**src/rtl/zdraw_scheduler.sv**
```systemverilog
// zdraw_scheduler: drives the ZDrawCore en/cmd/data/done handshake from a
// slot table. Init slots run once per enable, then periodic slots loop,
// each drawn always, on data change, once, or never. Every command is
// covered by a down-counting watchdog.
//
// state  | meaning
// -------+-----------------------------------------------------------
// IDLE   | disabled, core enable low
// SETTLE | one quiet cycle after enable, pointer reset to slot 0
// SELECT | evaluate current slot, latch command if it is to be issued
// ISSUE  | core enable high, waiting for done or watchdog expiry
// GAP    | core enable low, waiting for the core to release done
// NEXT   | advance pointer, wrap to first periodic slot at loop end
module zdraw_scheduler #(
    parameter int NUM_SLOTS      = 16,
    parameter int INIT_SLOTS     = 3,
    parameter int CMD_W          = 4,
    parameter int DATA_W         = 32,
    parameter int TIMEOUT_CYCLES = 2**24
) (
    input  logic                              clk,
    input  logic                              rst_n,
    input  logic                              en,
    input  logic [NUM_SLOTS*CMD_W-1:0]        i_slot_cmd,
    input  logic [NUM_SLOTS*DATA_W-1:0]       i_slot_data1,
    input  logic [NUM_SLOTS*DATA_W-1:0]       i_slot_data2,
    input  logic [NUM_SLOTS*2-1:0]            i_slot_mode,
    input  logic                              i_force_redraw,
    output logic                              o_core_en,
    output logic [CMD_W-1:0]                  o_core_cmd,
    output logic [DATA_W-1:0]                 o_core_data1,
    output logic [DATA_W-1:0]                 o_core_data2,
    input  logic                              i_core_done,
    output logic [$clog2(NUM_SLOTS)-1:0]      o_cur_slot,
    output logic                              o_busy,
    output logic                              o_frame_done,
    output logic [15:0]                       o_frame_cnt,
    output logic                              o_timeout_err
);

    localparam int PTR_W = $clog2(NUM_SLOTS);
    localparam int WD_W  = $clog2(TIMEOUT_CYCLES);
    localparam logic [PTR_W-1:0] LAST_SLOT      = PTR_W'(NUM_SLOTS - 1);
    localparam logic [PTR_W-1:0] FIRST_PERIODIC = PTR_W'(INIT_SLOTS);
    localparam logic [WD_W-1:0]  WD_LOAD        = WD_W'(TIMEOUT_CYCLES - 1);

    typedef enum logic [2:0] {
        IDLE, SETTLE, SELECT, ISSUE, GAP, NEXT
    } state_t;

    state_t                state;
    logic [WD_W-1:0]       wdog;
    logic                  firstCycle;
    logic [NUM_SLOTS-1:0]  dirty;
    logic [NUM_SLOTS-1:0]  onceDone;
    logic [NUM_SLOTS-1:0]  setDirty;
    logic [2*DATA_W-1:0]   shadow [NUM_SLOTS];

    logic [CMD_W-1:0]      selCmd;
    logic [DATA_W-1:0]     selData1;
    logic [DATA_W-1:0]     selData2;
    logic [1:0]            selMode;
    logic                  selDirty;
    logic                  selOnce;
    logic                  issueNow;
    logic                  doneAccept;

    // A done is only honoured after the first ISSUE cycle, so a stale done
    // left over from the previous command is never taken as completion.
    assign doneAccept = (state == ISSUE) && en && !firstCycle && i_core_done;

    // Mux the currently pointed-at slot out of the flat slot table.
    always_comb begin
        selCmd   = '0;
        selData1 = '0;
        selData2 = '0;
        selMode  = '0;
        selDirty = 1'b0;
        selOnce  = 1'b0;
        for (int k = 0; k < NUM_SLOTS; k++) begin
            if (o_cur_slot == PTR_W'(k)) begin
                selCmd   = i_slot_cmd[k*CMD_W +: CMD_W];
                selData1 = i_slot_data1[k*DATA_W +: DATA_W];
                selData2 = i_slot_data2[k*DATA_W +: DATA_W];
                selMode  = i_slot_mode[k*2 +: 2];
                selDirty = dirty[k];
                selOnce  = onceDone[k];
            end
        end
    end

    // Issue decision for the current slot; init slots ignore their mode.
    always_comb begin
        issueNow = 1'b0;
        if (o_cur_slot < FIRST_PERIODIC) begin
            issueNow = 1'b1;
        end else begin
            case (selMode)
                2'b01:   issueNow = 1'b1;
                2'b10:   issueNow = selDirty;
                2'b11:   issueNow = !selOnce;
                default: issueNow = 1'b0;
            endcase
        end
    end

    // Change detection. On the cycle a slot completes, compare against the
    // data it is about to be shadowed with, otherwise the stale shadow would
    // re-mark the slot dirty and it would be redrawn with unchanged data.
    always_comb begin
        logic [2*DATA_W-1:0] cmpRef;
        cmpRef   = '0;
        setDirty = {NUM_SLOTS{i_force_redraw}};
        for (int k = 0; k < NUM_SLOTS; k++) begin
            cmpRef = shadow[k];
            if (doneAccept && (o_cur_slot == PTR_W'(k)))
                cmpRef = {o_core_data1, o_core_data2};
            if ((i_slot_mode[k*2 +: 2] == 2'b10) &&
                ({i_slot_data1[k*DATA_W +: DATA_W],
                  i_slot_data2[k*DATA_W +: DATA_W]} != cmpRef))
                setDirty[k] = 1'b1;
        end
    end

    // Per-slot dirty / once-done / shadow bookkeeping; set beats clear.
    always_ff @(posedge clk or negedge rst_n) begin
        if (!rst_n) begin
            dirty    <= '1;
            onceDone <= '0;
            for (int k = 0; k < NUM_SLOTS; k++) shadow[k] <= '0;
        end else if (!en) begin
            dirty    <= '1;
            onceDone <= '0;
        end else begin
            for (int k = 0; k < NUM_SLOTS; k++) begin
                if (setDirty[k])
                    dirty[k] <= 1'b1;
                else if (doneAccept && (o_cur_slot == PTR_W'(k)))
                    dirty[k] <= 1'b0;
                if (doneAccept && (o_cur_slot == PTR_W'(k))) begin
                    onceDone[k] <= 1'b1;
                    shadow[k]   <= {o_core_data1, o_core_data2};
                end
            end
        end
    end

    // Sequencer FSM with registered core interface and status outputs.
    always_ff @(posedge clk or negedge rst_n) begin
        if (!rst_n) begin
            state         <= IDLE;
            wdog          <= '0;
            firstCycle    <= 1'b0;
            o_core_en     <= 1'b0;
            o_core_cmd    <= '0;
            o_core_data1  <= '0;
            o_core_data2  <= '0;
            o_cur_slot    <= '0;
            o_busy        <= 1'b0;
            o_frame_done  <= 1'b0;
            o_frame_cnt   <= '0;
            o_timeout_err <= 1'b0;
        end else if (!en) begin
            state         <= IDLE;
            firstCycle    <= 1'b0;
            o_core_en     <= 1'b0;
            o_busy        <= 1'b0;
            o_cur_slot    <= '0;
            o_frame_done  <= 1'b0;
            o_frame_cnt   <= '0;
            o_timeout_err <= 1'b0;
        end else begin
            o_frame_done <= 1'b0;
            case (state)
                IDLE: state <= SETTLE;
                SETTLE: begin
                    o_cur_slot <= '0;
                    state      <= SELECT;
                end
                SELECT: begin
                    if (issueNow) begin
                        o_core_cmd   <= selCmd;
                        o_core_data1 <= selData1;
                        o_core_data2 <= selData2;
                        o_core_en    <= 1'b1;
                        o_busy       <= 1'b1;
                        wdog         <= WD_LOAD;
                        firstCycle   <= 1'b1;
                        state        <= ISSUE;
                    end else begin
                        state <= NEXT;
                    end
                end
                ISSUE: begin
                    firstCycle <= 1'b0;
                    if (doneAccept) begin
                        o_core_en <= 1'b0;
                        o_busy    <= 1'b0;
                        state     <= GAP;
                    end else if (wdog == '0) begin
                        o_core_en     <= 1'b0;
                        o_busy        <= 1'b0;
                        o_timeout_err <= 1'b1;
                        state         <= GAP;
                    end else begin
                        wdog <= wdog - 1'b1;
                    end
                end
                GAP: begin
                    if (!i_core_done) state <= NEXT;
                end
                NEXT: begin
                    if (o_cur_slot != LAST_SLOT) begin
                        o_cur_slot <= o_cur_slot + 1'b1;
                    end else begin
                        o_cur_slot   <= FIRST_PERIODIC;
                        o_frame_done <= 1'b1;
                        o_frame_cnt  <= o_frame_cnt + 16'd1;
                    end
                    state <= SELECT;
                end
                default: state <= IDLE;
            endcase
        end
    end

endmodule

```
**config.mk**
```make
export PLATFORM = sky130hd
export DESIGN_NAME = zdraw_scheduler
export DESIGN_NICKNAME = d
export VERILOG_FILES = /design/src/rtl/zdraw_scheduler.sv
export SDC_FILE = /design/constraint.sdc
export NUM_CORES = 2
export LEC_CHECK = 0
export CORE_AREA = 2 2 470 472
export DETAILED_ROUTE_END_ITERATION = 8
export DIE_AREA = 0 0 472 474
export PLACE_DENSITY = 0.54
export SETUP_SLACK_MARGIN = 0.1
export SLEW_MARGIN = 30
export SYNTH_ARGS = -nofsm -noshare
export SYNTH_HDL_FRONTEND = slang
export SYNTH_SLANG_ARGS = --single-unit
```
**constraint.sdc**
```tcl
create_clock -name clk -period 4.2 [get_ports clk]
set_input_delay 0.42 -clock clk [delete_from_list [all_inputs] [get_ports clk]]
set_output_delay 0.42 -clock clk [all_outputs]
set_load 0.1 [all_outputs]
```
==> qor.yml <==
run_status:
  status: "finished clean"
setup_path:
  cpMostUsedCell: "buf_4"
  path_class: "register to register"
  path_delay_family: "simple AND/OR/NAND/NOR gates"
  crit_path_max_fanout: 23
  cp_cell_sequence: "buf_4 > buf_4 > and3_4 > nand3_4 > buf_4 > or3_1 > a32oi_1 > nand4_1 > nor4_1 > nand4_1 > a221o_1"
  cp_slowest_cell: "and3_4"
  path_buf_inv: 3
  cp_slowest_stage_delay_ps: 480
  worst_ep_arrival_time_ps: 4950
  required_ps: 4980
  endpoint_kind: "register"
  cp-start-kind: "register"
clock_tree:
  insertion_delay_ps: 860
  cts.sinks: 1175
  cts_made_buffers: 150
  path_clk_slew_ps: 60
  cts_root_buf: "clkbuf_16"
  cts_tree: "yes"
  clockBufferDepth: 3
  cts_htree_levels: 4
detailed_routing:
  drtIter0Drc: 14960
  drt.antenna.violating_nets: 0
  drc_errors: 0
  num_vias: 86500
  wl_per_cell_um: 47.46
  wl_mm: 601.2
  dr.pass1.iters: 8
  viasPerCell: 6.829
sta:
  maxSlewViolCount: 0
  fin_crit_ps: 4170
  slew_headroom_pct: 24.21
  post-route-period-util_pct: 99.30
  worst_pin_slew_ps: 1126
  fmax_mhz: 239.8
  rsz0062_at_grt: "true"
  clock-skew-final_ps: 19.79
  finalSetupViolCount: 0
  final_hold_viol_count: 0
yosys:
  syn_avg_cell_area_sq_um: 9.164
  syn_area_sq_mm: 0.07448
  netlist_instances: 8128
  synth_edf_count: 0
  synth_warnings: 0
  synth-seq-area-share_pct: 39.50
  syn-num-nets: 9259
  ys_ff_latch: 1175
  async_flop_share_pct: 100.0
  synthDistinctLibCells: 86
  ys.flop_type: "dfrtp_1"
pwr:
  cell_internal_pwr_mw: 24.21
  power_mw: 48.36
  clkPwrFrac_pct: 28.7
  swShare_pct: 49.94
  switchingPower_mw: 24.15
  power_frac_seq_pct: 30.5
  p_leak_nw: 41.94
  irDropWorstVdd_mv: 0.4665
  combPwrFrac_pct: 40.8
  powerDensity_mw_per_mm2: 480.5
finish:
  nets: 10700
  final_common_cell: "clkdlybuf4s50_1"
  final_cell_mix: "clkdlybuf4s50_1 (1175), dfrtp_1 (1118), nand2_1 (808), buf_4 (750), mux2_2 (596)"
  syn_to_final_growth_pct: 35.13
  fin_util_pct: 46.03
  drive_above_1_share_pct: 19.94
  n_fill_cell: 21260
global_routing:
  overflow: 0
  grtUsageTotal_pct: 51.83
  grt_pass1_vias: 79430
  grt_pass1_wl_mm: 769.0
  grt_max_degree: 120
  antenna_found_initial: 155
floorplan:
  coreArea_sq_mm: 0.2187
  chipHeight_um: 474
  dieArea_sq_mm: 0.2237
  io_pins: 1217
  start_util_pct: 34.06
  fp.dieW_um: 472
  num_rows: 172
hold_path:
  hold_class: "primary input to async pin"
place:
  gp_congestion: 1.093
  io_buffers: 1216
  post-dp-hpwl_mm: 466.9
job:
  drv_cap: 0
==> registers in the layout, summed over array words and instances (netlist names), 4 cells and up <==
name	flops
o_core_cmd	4
shadow	1024
o_core_data1	32
wdog	24
o_core_data2	32
o_frame_cnt	16
o_cur_slot	4
dirty	16
onceDone	16
==> worst paths after layout <==
check / startpoint / end / slack (ps) / cells past startpoint
worst min-delay path: rst_n / shadow[564]$_DFFE_PN0P_ / 190 / 2
worst min register to register: shadow[473]$_DFFE_PN0P_ / shadow[473]$_DFFE_PN0P_ / 500 / 2
worst max-delay path: o_cur_slot[3]$_DFFE_PN0P_ / dirty[14]$_DFFE_PN1P_ / 30 / 11
min in group clk: en / state[1]$_DFFE_PN0P_ / 300 / 2
worst max register to register: o_cur_slot[3]$_DFFE_PN0P_ / dirty[14]$_DFFE_PN1P_ / 30 / 11
max in group asynchronous: rst_n / o_core_data2[25]$_DFFE_PN0P_ / 2500 / 3
==> metal layers <==
layer  part of all wire (%)  vias to the layer above  track usage [%]  routed length (um)
li1                       -                    33350                -                   -
met2                     40                     7731            71.90              241500
met1                     36                    43420            61.41              217000
met3                     13                     1958            19.63               78080
met4                     11                       44            47.90               64340
met5                  0.046                        -                0                 275
==> synthesized netlist by cell type (217+ instances only) <==
library cell  instances  area share, %
dfrtp_1            1159             39
nand2_1             811            4.1
mux2_2              596            9.0
o21ai_0             590            4.0
xnor2_1             510            6.0
clkbuf_1            483            2.4
nor2_1              392            2.0
nor4_1              315            2.6
nand4_1             269            2.3
inv_1               241            1.2
xor2_1              229            2.7
o22ai_1             224            1.9
a21oi_1             217            1.5
==> timing repair <==
action / 4_1_cts / 5_1_grt
gates resized for setup: 38 / 33
gates cloned: 2 / 1
hold endpoints to repair: 65 / 0
buffers inserted: 10 / 1
endpoints found under the setup margin: 14 / 57
hold buffers: 1 / 0
pin swaps: 9 / 8
==> area by class of cell <==
cell class	instances	area, sq um	area share (%)
Inverter	245	919.6	0.9137
Multi-Input combinational cell	5956	41700	41.43
Clock buffer	216	4375	4.347
Sequential cell	1175	29500	29.31
Clock inverter	61	718.2	0.7135
Timing Repair Buffer	2044	19600	19.47
Tap cell	2871	3592	3.569
Antenna cell	99	247.7	0.2461
==> power groups by stage <==
stage | Sequential (mW) | Combinational [mW] | Clock [mW]
after global placement | 14.7 | 18.4 | 0
after CTS | 14.5 | 18.5 | 13.8
after global routing | 14.5 | 18.9 | 14.3
after detailed placement | 14.7 | 18.4 | 0
final | 14.7 | 19.7 | 13.9
after floorplan | 14.7 | 4.19 | 0
==> through the flow <==
stage	hold WS [ps]	TNS (ps)	cell area (sq um)	std cells	setup WS [ps]
floorplan	124.4	0	74480	8128	333.8
CTS	209.3	-98.07	100200	12560	-50.22
finish	188.7	0	100700	12670	29.60
global route	240.7	0	100500	12610	58.00
detailed placement	482.9	-3342	94810	12270	-873.8
global placement	477.4	-3193	94810	12270	-830.5
==> cell families (layout without fill, tap and decap cells) <==
| group | Yosys count | after routing | synth area share, % |
|---|---|---|---|
| adder cells (fa/ha/maj) | 6 | 6 | 0.1008 |
| AO/OA/AOI/OAI | 2155 | 2155 | 19.68 |
| buffers and inverters | 999 | 2566 | 5.350 |
| XOR/XNOR | 739 | 739 | 8.690 |
| AND/OR/NAND/NOR | 2351 | 2353 | 16.21 |
| flip-flops | 1175 | 1175 | 39.50 |
| other | 0 | 99 | 0 |
| multiplexers | 703 | 703 | 10.46 |
Power figures use the tool's default switching activity.
